==> config.mk <==
export PLATFORM = sky130hd
export DESIGN_NAME = rr_arbiter8_flat
export DESIGN_NICKNAME = d
export VERILOG_FILES = /design/src/rtl/rr_arbiter8_if.sv /design/src/rtl/rr_arbiter8.sv /design/src/flat_wrapper.sv
export SDC_FILE = /design/constraint.sdc
export NUM_CORES = 1
export LEC_CHECK = 0
export BUFFER_PORTS_ARGS = -buffer_cell sky130_fd_sc_hd__buf_2
export CAP_MARGIN = 20
export CORE_ASPECT_RATIO = 1.5
export CORE_MARGIN = 3
export CORE_UTILIZATION = 45
export CTS_CLUSTER_DIAMETER = 120
export CTS_CLUSTER_SIZE = 20
export DETAILED_ROUTE_END_ITERATION = 16
export SYNTH_ARGS = -nofsm -noshare
export SYNTH_HDL_FRONTEND = slang
export SYNTH_SLANG_ARGS = --single-unit
export TNS_END_PERCENT = 5
==> constraint.sdc <==
create_clock -name clk -period 3.75 [get_ports clk]
set_input_delay 0.375 -clock clk [delete_from_list [all_inputs] [get_ports clk]]
set_output_delay 0.375 -clock clk [all_outputs]
set_load 0.05 [all_outputs]
==> src/rtl/rr_arbiter8_if.sv <==
// Request/grant bundle between the requesting agents and the round-robin arbiter.
// The master side drives requests; the slave side is the arbiter.
interface rr_arbiter8_if;
   logic       enable;
   logic [7:0] req;
   logic [7:0] gnt;
   logic [2:0] gnt_idx;
   logic       gnt_valid;
   logic       timeout;

   modport master (
      output enable,
      output req,
      input  gnt,
      input  gnt_idx,
      input  gnt_valid,
      input  timeout
   );

   modport slave (
      input  enable,
      input  req,
      output gnt,
      output gnt_idx,
      output gnt_valid,
      output timeout
   );
endinterface

==> src/rtl/rr_arbiter8.sv <==
// Eight-way round-robin arbiter with a registered one-hot grant and a per-grant hold limit
// that forces rotation when other requesters are waiting.
module rr_arbiter8 #(
   parameter int unsigned MAX_HOLD = 16,
   parameter int unsigned CNT_W    = 5
) (
   input logic          clk,
   input logic          rst,
   rr_arbiter8_if.slave bus
);

   typedef enum logic [0:0] {StIdle, StGrant} state_e;

   localparam logic [CNT_W-1:0] HoldLast = (MAX_HOLD == 0) ? '0 : CNT_W'(MAX_HOLD - 1);
   localparam logic             LimitOn  = (MAX_HOLD != 0);

   state_e           state_q, state_d;
   logic [2:0]       ptr_q, ptr_d;
   logic [7:0]       gnt_q, gnt_d;
   logic [2:0]       gnt_idx_q, gnt_idx_d;
   logic             gnt_valid_q, gnt_valid_d;
   logic             timeout_q, timeout_d;
   logic [CNT_W-1:0] hold_cnt_q, hold_cnt_d;

   logic [2:0] pick_idx;
   logic [2:0] cand;
   logic       pick_found;
   logic       compete;
   logic       limit_hit;

   // Scan from ptr+7 down to ptr so the lowest rotating offset wins.
   always_comb begin
      pick_idx   = ptr_q;
      pick_found = 1'b0;
      cand       = ptr_q;
      for (int i = 7; i >= 0; i--) begin
         cand = ptr_q + 3'(i);
         if (bus.req[cand]) begin
            pick_idx   = cand;
            pick_found = 1'b1;
         end
      end
   end

   assign compete   = |(bus.req & ~gnt_q);
   assign limit_hit = LimitOn && (hold_cnt_q == HoldLast);

   always_comb begin
      state_d     = state_q;
      ptr_d       = ptr_q;
      gnt_d       = gnt_q;
      gnt_idx_d   = gnt_idx_q;
      gnt_valid_d = gnt_valid_q;
      timeout_d   = 1'b0;
      hold_cnt_d  = hold_cnt_q;

      unique case (state_q)
         StIdle: begin
            if (bus.enable && pick_found) begin
               state_d     = StGrant;
               gnt_idx_d   = pick_idx;
               gnt_d       = 8'h01 << pick_idx;
               gnt_valid_d = 1'b1;
               hold_cnt_d  = '0;
            end else begin
               gnt_d       = '0;
               gnt_valid_d = 1'b0;
            end
         end
         StGrant: begin
            if (!bus.enable || !bus.req[gnt_idx_q] || (limit_hit && compete)) begin
               state_d     = StIdle;
               gnt_d       = '0;
               gnt_valid_d = 1'b0;
               ptr_d       = gnt_idx_q + 3'd1;
               hold_cnt_d  = '0;
               // Only the hold limit counts as a forced release.
               timeout_d   = bus.enable && bus.req[gnt_idx_q];
            end else if (hold_cnt_q != HoldLast) begin
               hold_cnt_d = hold_cnt_q + 1'b1;
            end
         end
         default: begin
            state_d     = StIdle;
            gnt_d       = '0;
            gnt_valid_d = 1'b0;
         end
      endcase
   end

   always_ff @(posedge clk or posedge rst) begin
      if (rst) begin
         state_q     <= StIdle;
         ptr_q       <= '0;
         gnt_q       <= '0;
         gnt_idx_q   <= '0;
         gnt_valid_q <= 1'b0;
         timeout_q   <= 1'b0;
         hold_cnt_q  <= '0;
      end else begin
         state_q     <= state_d;
         ptr_q       <= ptr_d;
         gnt_q       <= gnt_d;
         gnt_idx_q   <= gnt_idx_d;
         gnt_valid_q <= gnt_valid_d;
         timeout_q   <= timeout_d;
         hold_cnt_q  <= hold_cnt_d;
      end
   end

   assign bus.gnt       = gnt_q;
   assign bus.gnt_idx   = gnt_idx_q;
   assign bus.gnt_valid = gnt_valid_q;
   assign bus.timeout   = timeout_q;

endmodule

==> src/flat_wrapper.sv <==
// flat-port wrapper written by rule: the top's interface ports become plain ports
module rr_arbiter8_flat 
#(
   parameter int unsigned MAX_HOLD = 16,
   parameter int unsigned CNT_W    = 5
)
  (clk, rst, bus_enable, bus_req, bus_gnt, bus_gnt_idx, bus_gnt_valid, bus_timeout);
  rr_arbiter8_if bus_i ();
  input logic clk;
  input logic rst;
  input wire logic [$bits(bus_i.enable)-1:0] bus_enable;
  input wire logic [$bits(bus_i.req)-1:0] bus_req;
  output wire logic [$bits(bus_i.gnt)-1:0] bus_gnt;
  output wire logic [$bits(bus_i.gnt_idx)-1:0] bus_gnt_idx;
  output wire logic [$bits(bus_i.gnt_valid)-1:0] bus_gnt_valid;
  output wire logic [$bits(bus_i.timeout)-1:0] bus_timeout;
  assign bus_i.enable = bus_enable;
  assign bus_i.req = bus_req;
  assign bus_gnt = bus_i.gnt;
  assign bus_gnt_idx = bus_i.gnt_idx;
  assign bus_gnt_valid = bus_i.gnt_valid;
  assign bus_timeout = bus_i.timeout;
  rr_arbiter8 #(.MAX_HOLD(MAX_HOLD), .CNT_W(CNT_W)) u_core (.clk(clk), .rst(rst), .bus(bus_i));
endmodule
==> flow_summary.json <==
{
  "postCtsResizedCells": 0,
  "rsz0062_at_grt": "false",
  "ctsRootBufferMaster": "sky130_fd_sc_hd__clkbuf_8",
  "first_global_vias": 1994,
  "slew_headroom_pct": 44.82,
  "critical_path_buf_inv_count": 1,
  "die_h_um": 93.17,
  "timing.final.max_slew_violations": 0,
  "cp.required_ns": 3.91,
  "postSynth.asyncResetShare_pct": 100.0,
  "critPathArrivalTime_ns": 3.25,
  "design.final.nets": 267,
  "syn-cell-area_um2": 2280,
  "core_area_um2": 4848,
  "final_layout_size_suffix_gt1_share_pct": 23.20,
  "post_synth_inst_count": 229,
  "worst_slew_pin_slew_ns": 0.8268,
  "clock_sinks": 22,
  "cp_slowest_stage_delay_ns": 0.58,
  "numPlacedInstances": 312,
  "synth_area_per_cell_um2": 9.955,
  "worstSetupEndpointType": "flip-flop",
  "post_synth_edffs": 0,
  "criticalPathCategory": "flip-flop to flip-flop",
  "hold_ws_ns": 0.2556,
  "yosysSeqAreaShare_pct": 24.15,
  "crit_path_start": "u_core.ptr_q[1]",
  "num_vias": 1989,
  "synth.net_count": 245,
  "synthesis.yosys.warnings": 0,
  "period_minus_slack_ns": 3.092,
  "firstDrtPassIters": 4,
  "grt_start_max_net_pins": 23,
  "max_clock_freq_mhz": 323.5,
  "clk-insertion-delay-late_ns": 0.27,
  "run_status": "finished clean",
  "critPathMaxFanout": 8,
  "dp_hpwl_um": 4764,
  "clock_path_buffers": 2,
  "layout.filler_cells": 490,
  "start_kind": "flip-flop",
  "synthDistinctLibCells": 57,
  "worst_hold_class": "input pin to asynchronous set/reset pin",
  "timing.critical_path.cells": "inv_1, ha_1, mux4_1, a21oi_1, a22oi_1, o41ai_4, o21a_4, o21ai_1, a22o_1",
  "num_io_pins": 24,
  "postSynthRegisterBits": 22,
  "finalNonFillerCells": 316,
  "r2r_start": "u_core.ptr_q[1]",
  "num_antenna_cells": 0,
  "rows": 31,
  "critPathSlowestCell": "sky130_fd_sc_hd__o41ai_4",
  "gp_routability_congestion": 0.9549,
  "postRouteWirelength_um": 6190,
  "detailedPlace.worstSlack_ns": 0.6700,
  "fin_setup_tns_ns": 0,
  "drt_first_iter_violations": 124,
  "clk_transition_reported_paths_ns": 0.08,
  "grt_first_pass_wirelength_um": 10210,
  "routed_via_density": 6.294,
  "cts_tree": "built",
  "finalWorstSetupSlack_ns": 0.6584,
  "die_w_um": 64.12,
  "post-route-drc-count": 0,
  "fin_skew_ns": 0.006300,
  "setup_viol": 0,
  "wl_per_cell_um": 19.59,
  "total_congestion_overflow": 0,
  "critical_path_depth": 9,
  "initial_antenna_violation_count": 0,
  "starting_utilization_of_the_core_area_pct": 47.02,
  "grtUsageTotal_pct": 21.88,
  "antenna_left": 0,
  "final-hold-violation-count": 0,
  "die_area_um2": 5974,
  "max_cap_viol_count": 0,
  "post-cts-setup-buffers": 0,
  "category_of_cells_accounting_for_the_largest_share_of_critical_path_delay": "compound AO/OA/AOI/OAI gates",
  "postSynth.topFlopCell": "sky130_fd_sc_hd__dfrtp_1",
  "timing.final.crit_share_pct": 82.44,
  "place.port_buffers": 23,
  "syn_to_final_growth_pct": 10.10,
  "post_cts_hold_buffer_count": 0,
  "timing.reg2reg.worst_path_depth": 9,
  "cts_htree_levels": 1,
  "number_of_cts_inserted_buffers": 3
}
metal layers:
layer,global-route usage [%],part of all wire (%),up-vias
met3,2.043,3.7,15
met5,0,0,-
met1,24.61,37,988
met4,10.05,3.3,0
met2,40.81,56,59
li1,-,-,927
through the flow:
| stage | util [%] | cell area [um2] |
|---|---|---|
| finish | 51.77 | 2510 |
| floorplan | - | 2280 |
| global route | 51.77 | 2510 |
| CTS | 51.77 | 2510 |
| global placement | 50.30 | 2439 |
| detailed placement | 50.30 | 2439 |
final cells by class:
| cell class | count | area [um2] | area share, % |
|---|---|---|---|
| well taps | 66 | 82.58 | 3.290 |
| clock buffers | 3 | 41.29 | 1.645 |
| multi-input cells | 171 | 1544 | 61.52 |
| repair buffers | 32 | 182.7 | 7.278 |
| inverters | 21 | 78.83 | 3.141 |
| flip-flops and latches | 22 | 550.5 | 21.93 |
| clock inverters | 1 | 30.03 | 1.196 |
state kept, by name (all words and copies together) (netlist names):
register and cells:
u_core.bus.gnt 8, u_core.bus.gnt_idx 3, u_core.bus.gnt_valid 1, u_core.bus.timeout 1, u_core.hold_cnt_q 5, u_core.ptr_q 3, u_core.state_q 1
logic make-up (layout without fill, tap and decap cells):
logic type / Yosys count / in the layout / synth area share, %
buf+inv: 36 / 57 / 8.123
mux: 38 / 38 / 28.76
fa+ha+maj: 5 / 5 / 2.744
simple gates: 57 / 57 / 12.57
xor+xnor: 4 / 4 / 1.537
flops: 22 / 22 / 24.15
compound gates: 67 / 67 / 22.12
cells in the mapped netlist, drive strengths merged, types with 3 or more instances:
cell type | number | area [um2]
mux2 | 8 | 97.59
nor3 | 3 | 15.01
buf | 6 | 47.54
a21oi | 11 | 55.05
a22o | 3 | 26.28
nand3 | 4 | 20.02
inv | 21 | 78.83
and2 | 4 | 26.28
mux2i | 13 | 130.1
nor3b | 3 | 27.52
nand2 | 24 | 90.09
mux4 | 17 | 427.9
a32o | 8 | 80.08
nor2 | 11 | 41.29
o21ai | 11 | 55.05
ha | 5 | 62.56
clkbuf | 9 | 58.81
o22ai | 7 | 43.79
a31oi | 5 | 31.28
dfrtp | 22 | 550.5
placed cells by master, fill, tap and decap left out, types with 7 or more instances in the layout:
| cell | instances |
|---|---|
| sky130_fd_sc_hd__o21ai_0 | 10 |
| sky130_fd_sc_hd__a21oi_1 | 11 |
| sky130_fd_sc_hd__inv_1 | 21 |
| sky130_fd_sc_hd__nand2_1 | 24 |
| sky130_fd_sc_hd__buf_4 | 9 |
| sky130_fd_sc_hd__a32o_1 | 8 |
| sky130_fd_sc_hd__mux2i_1 | 13 |
| sky130_fd_sc_hd__dfrtp_1 | 22 |
| sky130_fd_sc_hd__o22ai_1 | 7 |
| sky130_fd_sc_hd__nor2_1 | 11 |
| sky130_fd_sc_hd__buf_2 | 23 |
| sky130_fd_sc_hd__mux4_1 | 12 |
worst paths after layout:
kind / to / slack [ns]
setup / recovery: u_core.hold_cnt_q[3] / 0.66
hold / removal: u_core.bus.gnt[7] / 0.26
setup reg to reg: u_core.hold_cnt_q[3] / 0.66
hold reg to reg: u_core.hold_cnt_q[4] / 0.48
max in group asynchronous: u_core.ptr_q[2] / 2.98
min in group clk: u_core.bus.timeout / 0.43
Power is left out: the tool's default activity adds up to more than one toggle a clock period on the data nets, which glitch-free logic cannot reach.
